## config.mk

```make
export PLATFORM = sky130hd
export DESIGN_NAME = multiword_seq_adder
export DESIGN_NICKNAME = d
export VERILOG_FILES = /design/src/rtl/multiword_seq_adder.sv
export SDC_FILE = /design/constraint.sdc
export NUM_CORES = 1
export LEC_CHECK = 0
export ABC_AREA = 1
export CAP_MARGIN = 20
export CORE_ASPECT_RATIO = 0.8
export CORE_UTILIZATION = 35
export DETAILED_ROUTE_END_ITERATION = 12
export GPL_ROUTABILITY_DRIVEN = 0
export GPL_TIMING_DRIVEN = 1
export PLACE_DENSITY = 0.61
export REMOVE_ABC_BUFFERS = 1
export SLEW_MARGIN = 40
export SYNTH_ARGS = -nofsm -noshare
export SYNTH_HDL_FRONTEND = slang
export SYNTH_SLANG_ARGS = --single-unit
```

## constraint.sdc

```tcl
create_clock -name clk -period 2.07 [get_ports clk]
set_input_delay 0.3105 -clock clk [delete_from_list [all_inputs] [get_ports clk]]
set_output_delay 0.3105 -clock clk [all_outputs]
set_load 0.03 [all_outputs]
```

## src/rtl/multiword_seq_adder.sv

```systemverilog
// Multi-cycle W-bit adder (W = N*K): one N-bit carry-lookahead slice per clock,
// LS slice first, carry chained through a register, valid/ready on both sides.

module carry_lookahead_adder #(
    parameter int unsigned N = 4
) (
    input  logic [N-1:0] a,
    input  logic [N-1:0] b,
    input  logic         cin,
    output logic [N-1:0] sum,
    output logic         cout
);
    logic [N-1:0] g;
    logic [N-1:0] p;
    logic [N:0]   c;
    logic         acc;
    logic         pp;

    // Each carry is a flat sum of generate terms masked by the propagate chain.
    always_comb begin
        g   = a & b;
        p   = a ^ b;
        c   = '0;
        acc = 1'b0;
        pp  = 1'b0;
        c[0] = cin;
        for (int i = 0; i < int'(N); i++) begin
            acc = g[i];
            pp  = p[i];
            for (int j = i - 1; j >= 0; j--) begin
                acc = acc | (pp & g[j]);
                pp  = pp & p[j];
            end
            c[i+1] = acc | (pp & cin);
        end
        sum  = p ^ c[N-1:0];
        cout = c[N];
    end
endmodule

module multiword_seq_adder #(
    parameter int unsigned N = 4,
    parameter int unsigned K = 4
) (
    input  logic               clk,
    input  logic               rst_n,
    input  logic               in_valid,
    output logic               in_ready,
    input  logic [N*K-1:0]     a,
    input  logic [N*K-1:0]     b,
    input  logic               cin,
    output logic               out_valid,
    input  logic               out_ready,
    output logic [N*K-1:0]     sum,
    output logic               cout,
    output logic               ovf
);
    localparam int unsigned W  = N * K;
    localparam int unsigned IW = (K > 1) ? $clog2(K) : 1;

    typedef enum logic [1:0] {IDLE, RUN, DONE} state_t;

    state_t        state, state_nx;
    logic [IW-1:0] idx, idx_nx;
    logic          carry, carry_nx;
    logic [W-1:0]  a_q, a_nx;
    logic [W-1:0]  b_q, b_nx;
    logic [W-1:0]  sum_nx;
    logic          cout_nx;
    logic          ovf_nx;

    logic [N-1:0]  slice_a;
    logic [N-1:0]  slice_b;
    logic [N-1:0]  slice_sum;
    logic          slice_cout;

    assign slice_a = N'(a_q >> (idx * N));
    assign slice_b = N'(b_q >> (idx * N));

    carry_lookahead_adder #(.N(N)) u_cla (
        .a    (slice_a),
        .b    (slice_b),
        .cin  (carry),
        .sum  (slice_sum),
        .cout (slice_cout)
    );

    always_ff @(posedge clk or negedge rst_n) begin
        if (!rst_n) begin
            state     <= IDLE;
            idx       <= '0;
            carry     <= 1'b0;
            a_q       <= '0;
            b_q       <= '0;
            sum       <= '0;
            cout      <= 1'b0;
            ovf       <= 1'b0;
            in_ready  <= 1'b1;
            out_valid <= 1'b0;
        end else begin
            state     <= state_nx;
            idx       <= idx_nx;
            carry     <= carry_nx;
            a_q       <= a_nx;
            b_q       <= b_nx;
            sum       <= sum_nx;
            cout      <= cout_nx;
            ovf       <= ovf_nx;
            in_ready  <= (state_nx == IDLE);
            out_valid <= (state_nx == DONE);
        end
    end

    always_comb begin
        state_nx = state;
        idx_nx   = idx;
        carry_nx = carry;
        a_nx     = a_q;
        b_nx     = b_q;
        sum_nx   = sum;
        cout_nx  = cout;
        ovf_nx   = ovf;
        unique case (state)
            IDLE: begin
                if (in_valid) begin
                    a_nx     = a;
                    b_nx     = b;
                    carry_nx = cin;
                    sum_nx   = '0;
                    idx_nx   = '0;
                    state_nx = RUN;
                end
            end
            RUN: begin
                // sum was cleared on accept, so OR-ing the shifted slice is a slice write
                sum_nx   = sum | (W'(slice_sum) << (idx * N));
                carry_nx = slice_cout;
                if (idx == IW'(K - 1)) begin
                    cout_nx  = slice_cout;
                    ovf_nx   = (a_q[W-1] == b_q[W-1]) && (slice_sum[N-1] != a_q[W-1]);
                    idx_nx   = '0;
                    state_nx = DONE;
                end else begin
                    idx_nx = IW'(idx + 1'b1);
                end
            end
            DONE: begin
                if (out_ready) state_nx = IDLE;
            end
            default: state_nx = IDLE;
        endcase
    end
endmodule

```

==> results of run 1 <==
synth_stat cells:
| cell | number |
|---|---|
| nand2_1 | 144 |
| dfrtp_1 | 56 |
| nor2_1 | 18 |
| o21ai_0 | 17 |
| o21ai_1 | 14 |
| inv_2 | 8 |
| o22ai_1 | 8 |
| nand3_1 | 7 |
| ha_1 | 6 |
| inv_1 | 6 |
| buf_2 | 4 |
| clkbuf_1 | 4 |
| nor2_2 | 4 |
| nor2_4 | 4 |
| buf_4 | 3 |
| nand2_2 | 2 |
| o31ai_1 | 2 |
| a21oi_1 | 1 |
| buf_6 | 1 |
| clkbuf_2 | 1 |
| dfstp_2 | 1 |
| fa_1 | 1 |
| nand3_2 | 1 |
| nand4_1 | 1 |
| or2_0 | 1 |
| or2_1 | 1 |
| xor2_1 | 1 |
area by class of cell:
cell class	count	area (µm²)	share of cell area (%)
Clock buffer	13	149	4.05
Tap cell	87	109	2.96
Inverter	14	56.3	1.53
Sequential cell	57	1430	38.9
Timing Repair Buffer	69	679	18.5
Timing Repair inverter	1	7.51	0.204
Clock inverter	3	40.0	1.09
Multi-Input combinational cell	233	1210	32.8
critical path, stage by stage, from the launching register on:
cell and delay, ns:
dfrtp_2 0.42, buf_6 0.12, clkinvlp_4 0.20, o21ai_2 0.24, o22ai_4 0.12, ha_4 0.29
nand4_1 0.12, nand2_1 0.11, nand2_2 0.08, nand2_4 0.10, nor2_2 0.04, nand2_1 0.06
nand2_1 0.05
sequential cells by signal, indices dropped and copies added, names as in the netlist:
signal and cells:
b_q 16, state 2, sum 16, idx 2, carry 1, ovf 1, cout 1, in_ready 1
out_valid 1, a_q 16
repair_timing:
action / 4_1_cts / 5_1_grt
buffers inserted: 2 / 3
hold buffers: 1 / 0
resized for setup: 4 / 37
endpoints found under the setup margin: 9 / 15
gates cloned: 1 / 0
hold endpoints to repair: 24 / 0
pin swaps: 0 / 20
how the worst max path moves through the flow:
stage           start  endpoint  cells after the start
6_report       idx[0]    sum[7]                     12
5_1_grt        idx[0]       ovf                     13
4_1_cts        idx[0]       ovf                     13
3_5_place_dp   idx[0]   sum[14]                      9
3_3_place_gp   idx[0]   sum[14]                      9
2_1_floorplan  idx[0]       ovf                     13
layer usage:
metal / share of wire [%] / vias to the layer above / global-route usage [%]
li1: - / 1145 / -
met1: 51 / 1044 / 23.1
met2: 43 / 55 / 25.5
met3: 4.7 / 14 / 4.90
met4: 2.1 / 0 / 7.06
met5: 0 / - / 0
power by group:
| group | switching [mW] | total [mW] | internal [mW] |
|---|---|---|---|
| combinational | 2.39 | 4.05 | 1.66 |
| sequential | 0.357 | 2.00 | 1.65 |
| clock | 0.433 | 1.02 | 0.586 |
| total | 3.18 | 7.07 | 3.89 |
metrics by stage:
step / cells / instance area [µm²]
after floorplan: 304 / 2560
after global placement: 454 / 3290
after detailed placement: 454 / 3290
after CTS: 474 / 3530
after global routing: 477 / 3680
final: 477 / 3680
cells by family (layout without fill, tap and decap cells):
| kind of cell | count (synthesis) | after routing |
|---|---|---|
| fa+ha+maj | 7 | 7 |
| simple gates | 183 | 183 |
| buf+inv | 27 | 100 |
| compound gates | 42 | 42 |
| flops | 57 | 57 |
| xor+xnor | 1 | 1 |
==> results.ini, run 1 <==
[clocking]
cts_buffer_depth=2
cts_root_buf=clkbuf_8
cts_tree=built
clk_pin_slew_worst_paths_ns=0.06
cts_buffers=9
clk_latency_ns=0.34
cts.sinks=57
htreeDepth=3

[logic_synthesis]
synth_xor_area_share_pct=0.332
syn_area_um2=2640
synth_area_leaders=dfrtp_1 (53%), nand2_1 (20%), o21ai_0 (3.2%), ha_1 (2.8%), o21ai_1 (2.7%)
synth_top_area_share_pct=53.1
synth-compound-area-share_pct=8.54
syn_avg_cell_area_um2=8.32
synthSimpleGateAreaFrac_pct=28.6
synth_seq_cells=57
synth_fa_ha_area_share_pct=3.61
syn_inst=317
synth_top_family_by_area=simple AND/OR/NAND/NOR gates
ys_seq_area_share_pct=54.1
synthMuxAreaShare_pct=0
yosysWarningCount=0
synth_cell_type_count=27
yosysTopAreaCell=dfrtp_1

[sta]
setup_tns_ns=-0.00253
fin_skew_ns=0.00370
fin_crit_sh_pct=100
setup_viol=2
tightest_slew_ns=0.583
setup_ws_ns=-0.00233
slew_headroom_pct=61.1
fmax_mhz=483
rsz0062_at_grt=yes
hold_ws_ns=0.477
final.min_clock_period_ns=2.07
finalHoldViolCount=0
maxSlewViolCount=0

[power_and_ir_drop]
p_per_area_nw_per_um2=1920
p_total_mw=7.07
leakage_nw=1.76
vdd_drop_max_uv=597

[cells_and_area]
drive_gt1_share_pct=18.2
antennaDiodeCount=0
utilization_pct=51.9
final_common_cell=nand2_1
fillerInstances=700
areaGrowthSynthToFinish_pct=39.5
mostFrequentLayoutCells=nand2_1 (141), clkdlybuf4s50_1 (55), dfrtp_1 (54)
nNetsFinal=429

[floorplan]
io_pins=57
coreArea_um2=7090
fp.dieW_um=99.1
initial_core_util_pct=37.2
rows=27
die_h_um=79.6
dieArea_um2=7890

[worst_hold_path]
worstHoldEndpoint=ovf
min_delay_path_depth=2
hp-class=reg -> reg
hp-start=ovf

[worst_setup_path]
reg2regPathDepth=12
critPathRequiredTime_ns=2.30
critPathCaptureType=register
worstReg2RegEnd=sum[7]
crit_path_start_kind=register
worstReg2RegStart=idx[0]
worstSetupPathType=reg -> reg
cp_max_fo=7
r2r_slack_ns=-0.002
worst_ep_arrival_time_ns=2.30

[routing]
wl_per_cell_um=13.0
via_per_inst=4.73
routed_wl_um=6190
drc_errors=0
num_vias=2258
firstDrtPassIters=6
drtAntennaViolNets=0
drtIter0Drc=116

[grt]
antenna_found_initial=0
overflow=0
grt_pass1_wl_um=10300
grtUsageTotal_pct=17.0
grt_pass1_vias=2185
grt_max_degree=50

[outcome]
status=complete, but fails checks
violations=negative setup slack

[place]
place_ws_ns=-0.0471
port_buffers=56
dp_hpwl_um=4170

[run]
maxCapViolCount=0

Power figures use the tool's default switching activity.
==> run 2, diff against run 1 <==
--- a/config.mk
+++ b/config.mk
@@ -9,6 +9,7 @@
 export CAP_MARGIN = 20
 export CORE_ASPECT_RATIO = 0.8
 export CORE_UTILIZATION = 35
+export CTS_CLUSTER_DIAMETER = 50
 export DETAILED_ROUTE_END_ITERATION = 12
 export GPL_ROUTABILITY_DRIVEN = 0
 export GPL_TIMING_DRIVEN = 1
==> results of run 2 <==
No change in the layout: final DEF, timing and power equal those of run 1.
==> run 3, diff against run 2 <==
--- a/config.mk
+++ b/config.mk
@@ -8,12 +8,12 @@
 export ABC_AREA = 1
 export CAP_MARGIN = 20
 export CORE_ASPECT_RATIO = 0.8
-export CORE_UTILIZATION = 35
+export CORE_UTILIZATION = 45
 export CTS_CLUSTER_DIAMETER = 50
 export DETAILED_ROUTE_END_ITERATION = 12
 export GPL_ROUTABILITY_DRIVEN = 0
 export GPL_TIMING_DRIVEN = 1
-export PLACE_DENSITY = 0.61
+export PLACE_DENSITY = 0.75
 export REMOVE_ABC_BUFFERS = 1
 export SLEW_MARGIN = 40
 export SYNTH_ARGS = -nofsm -noshare
==> constraint.sdc (replaced) <==
create_clock -name clk -period 1.7 [get_ports clk]
set_input_delay 0.255 -clock clk [delete_from_list [all_inputs] [get_ports clk]]
set_output_delay 0.255 -clock clk [all_outputs]
set_load 0.03 [all_outputs]
==> results.ini, run 3 (same netlist as run 1, synthesis figures left out) <==
[routing]
firstDrtPassIters=4  ; was 6
num_vias=2287  ; was 2258
via_per_inst=4.78  ; was 4.73
drc_errors=0  ; unchanged
wl_per_cell_um=12.7  ; was 13.0 µm
routed_wl_um=6070  ; was 6190 µm
drtAntennaViolNets=0  ; unchanged
drtIter0Drc=177  ; was 116

[clocking]
cts_root_buf=clkbuf_8  ; unchanged
cts_buffer_depth=2  ; unchanged
clk_pin_slew_worst_paths_ns=0.06  ; about the same
clk_latency_ns=0.35  ; was 0.34 ns
htreeDepth=3  ; unchanged
cts_buffers=9  ; unchanged
cts.sinks=57  ; unchanged
cts_tree=built  ; unchanged

[place]
dp_hpwl_um=3870  ; was 4170 µm
place_ws_ns=-0.352  ; was -0.0471 ns
place_inst=452  ; was 454
port_buffers=56  ; unchanged

[outcome]
status=complete, but fails checks  ; unchanged
violations=negative setup slack  ; unchanged

[power_and_ir_drop]
p_total_mw=8.74  ; was 7.07 mW
p_per_area_nw_per_um2=2340  ; was 1920 nW/µm²
vdd_drop_max_uv=1010  ; was 597 µV
leakage_nw=1.83  ; was 1.76 nW

[grt]
antenna_found_initial=0  ; unchanged
grtUsageTotal_pct=21.6  ; was 17.0%
grt_max_degree=58  ; was 50
grt_pass1_wl_um=9940  ; was 10300 µm
grt_pass1_vias=2174  ; was 2185
overflow=0  ; unchanged

[sta]
final.min_clock_period_ns=2.06  ; was 2.07 ns
fmax_mhz=485  ; was 483 MHz
tightest_slew_ns=0.382  ; was 0.583 ns
finalHoldViolCount=0  ; unchanged
maxSlewViolCount=0  ; unchanged
fin_skew_ns=0.00697  ; was 0.00370 ns
fin_crit_sh_pct=121  ; was 100%
setup_viol=19  ; was 2
setup_ws_ns=-0.361  ; was -0.00233 ns
slew_headroom_pct=74.3  ; was 61.1%
rsz0062_at_grt=yes  ; unchanged

[cells_and_area]
areaGrowthSynthToFinish_pct=41.3  ; was 39.5%
multiInputGateArea_um2=1190  ; was 1210 µm²
nNetsFinal=439  ; was 429
final_common_cell=nand2_1  ; unchanged
largest_registers=a_q: 16 flops, b_q: 16 flops, sum: 16 flops  ; unchanged
fillerInstances=439  ; was 700
fin_cells=478  ; was 477
drive_gt1_share_pct=20.3  ; was 18.2%
mostFrequentLayoutCells=nand2_1 (144), dfrtp_1 (54), clkdlybuf4s50_1 (54)  ; was nand2_1 (141), clkdlybuf4s50_1 (55), dfrtp_1 (54)
utilization_pct=67.1  ; was 51.9%
antennaDiodeCount=0  ; unchanged
seqCellArea_um2=1430  ; unchanged

[floorplan]
io_pins=57  ; unchanged
fp.dieW_um=87.6  ; was 99.1 µm
initial_core_util_pct=47.5  ; was 37.2%
die_h_um=70.5  ; was 79.6 µm
coreArea_um2=5560  ; was 7090 µm²
rows=24  ; was 27
dieArea_um2=6170  ; was 7890 µm²

[worst_setup_path]
critPathCaptureType=register  ; unchanged
cp_max_fo=11  ; was 7
worst_ep_arrival_time_ns=2.29  ; was 2.30 ns
crit_path_start_kind=register  ; unchanged
reg2regPathDepth=10  ; was 12
worstSetupPathType=reg -> reg  ; unchanged
critPathRequiredTime_ns=1.93  ; was 2.30 ns

[worst_hold_path]
hp-class=in -> async  ; was reg -> reg

[run]
maxCapViolCount=0  ; unchanged

## run 3: worst max-delay path, stage by stage, from the launching register on
cell     delay [ns]
dfrtp_2        0.44
inv_2          0.10
buf_12         0.13
nor2_1         0.04
o22ai_1        0.18
ha_1           0.35
a21oi_2        0.19
nand2_1        0.09
or2_4          0.27
nand3_2        0.08
o21ai_1        0.06
## run 3: power by group
part	internal, mW	switching (mW)
registers	2.01	0.425
clock network	0.601	0.520
logic	2.18	3.00
total	4.79	3.95
## run 3: through the flow
| stage | area (µm²) | setup TNS [ns] | hold WS (ns) |
|---|---|---|---|
| after global routing | 3730 | -6.58 | 0.433 |
| after CTS | 3630 | -3.58 | 0.423 |
| after floorplan | 2560 | -11.64 | -0.0406 |
| after global placement | 3360 | -3.56 | 0.276 |
| after detailed placement | 3360 | -4.57 | 0.276 |
| final | 3730 | -5.05 | 0.421 |
## run 3: layout make-up
cell class              instances  area share (%)
flip-flops and latches         57            38.4
repair buffers                 80            21.0
inverters                      14            1.41
well taps                      78            2.62
clock inverters                 3           0.403
clock buffers                  13            4.26
multi-input cells             233            31.9
## run 3: metal layers
metal / track usage, % / vias up / part of all wire [%]
li1: - / 1166 / -
met1: 30.0 / 1042 / 49
met2: 30.5 / 67 / 44
met3: 7.80 / 12 / 5.6
met4: 8.93 / 0 / 1.3
met5: 0 / - / 0
## run 3: what timing repair did
item / CTS / global route
setup buffers: 5 / 3
pin swaps: 12 / 9
gates cloned: 0 / 1
hold endpoints to repair: 56 / 0
gates resized for setup: 25 / 17
endpoints found under the setup margin: 20 / 19
hold buffers: 1 / 0
## run 3: path summary, 6_finish.rpt
path | start | to | slack (ns)
max in group asynchronous | rst_n | in_ready | 0.97
worst max register to register | idx[0] | sum[14] | -0.36
worst min-delay path | rst_n | sum[1] | 0.42
min in group clk | a[1] | a_q[1] | 0.43
worst min register to register | sum[10] | sum[10] | 0.48
worst max-delay path | idx[0] | sum[14] | -0.36
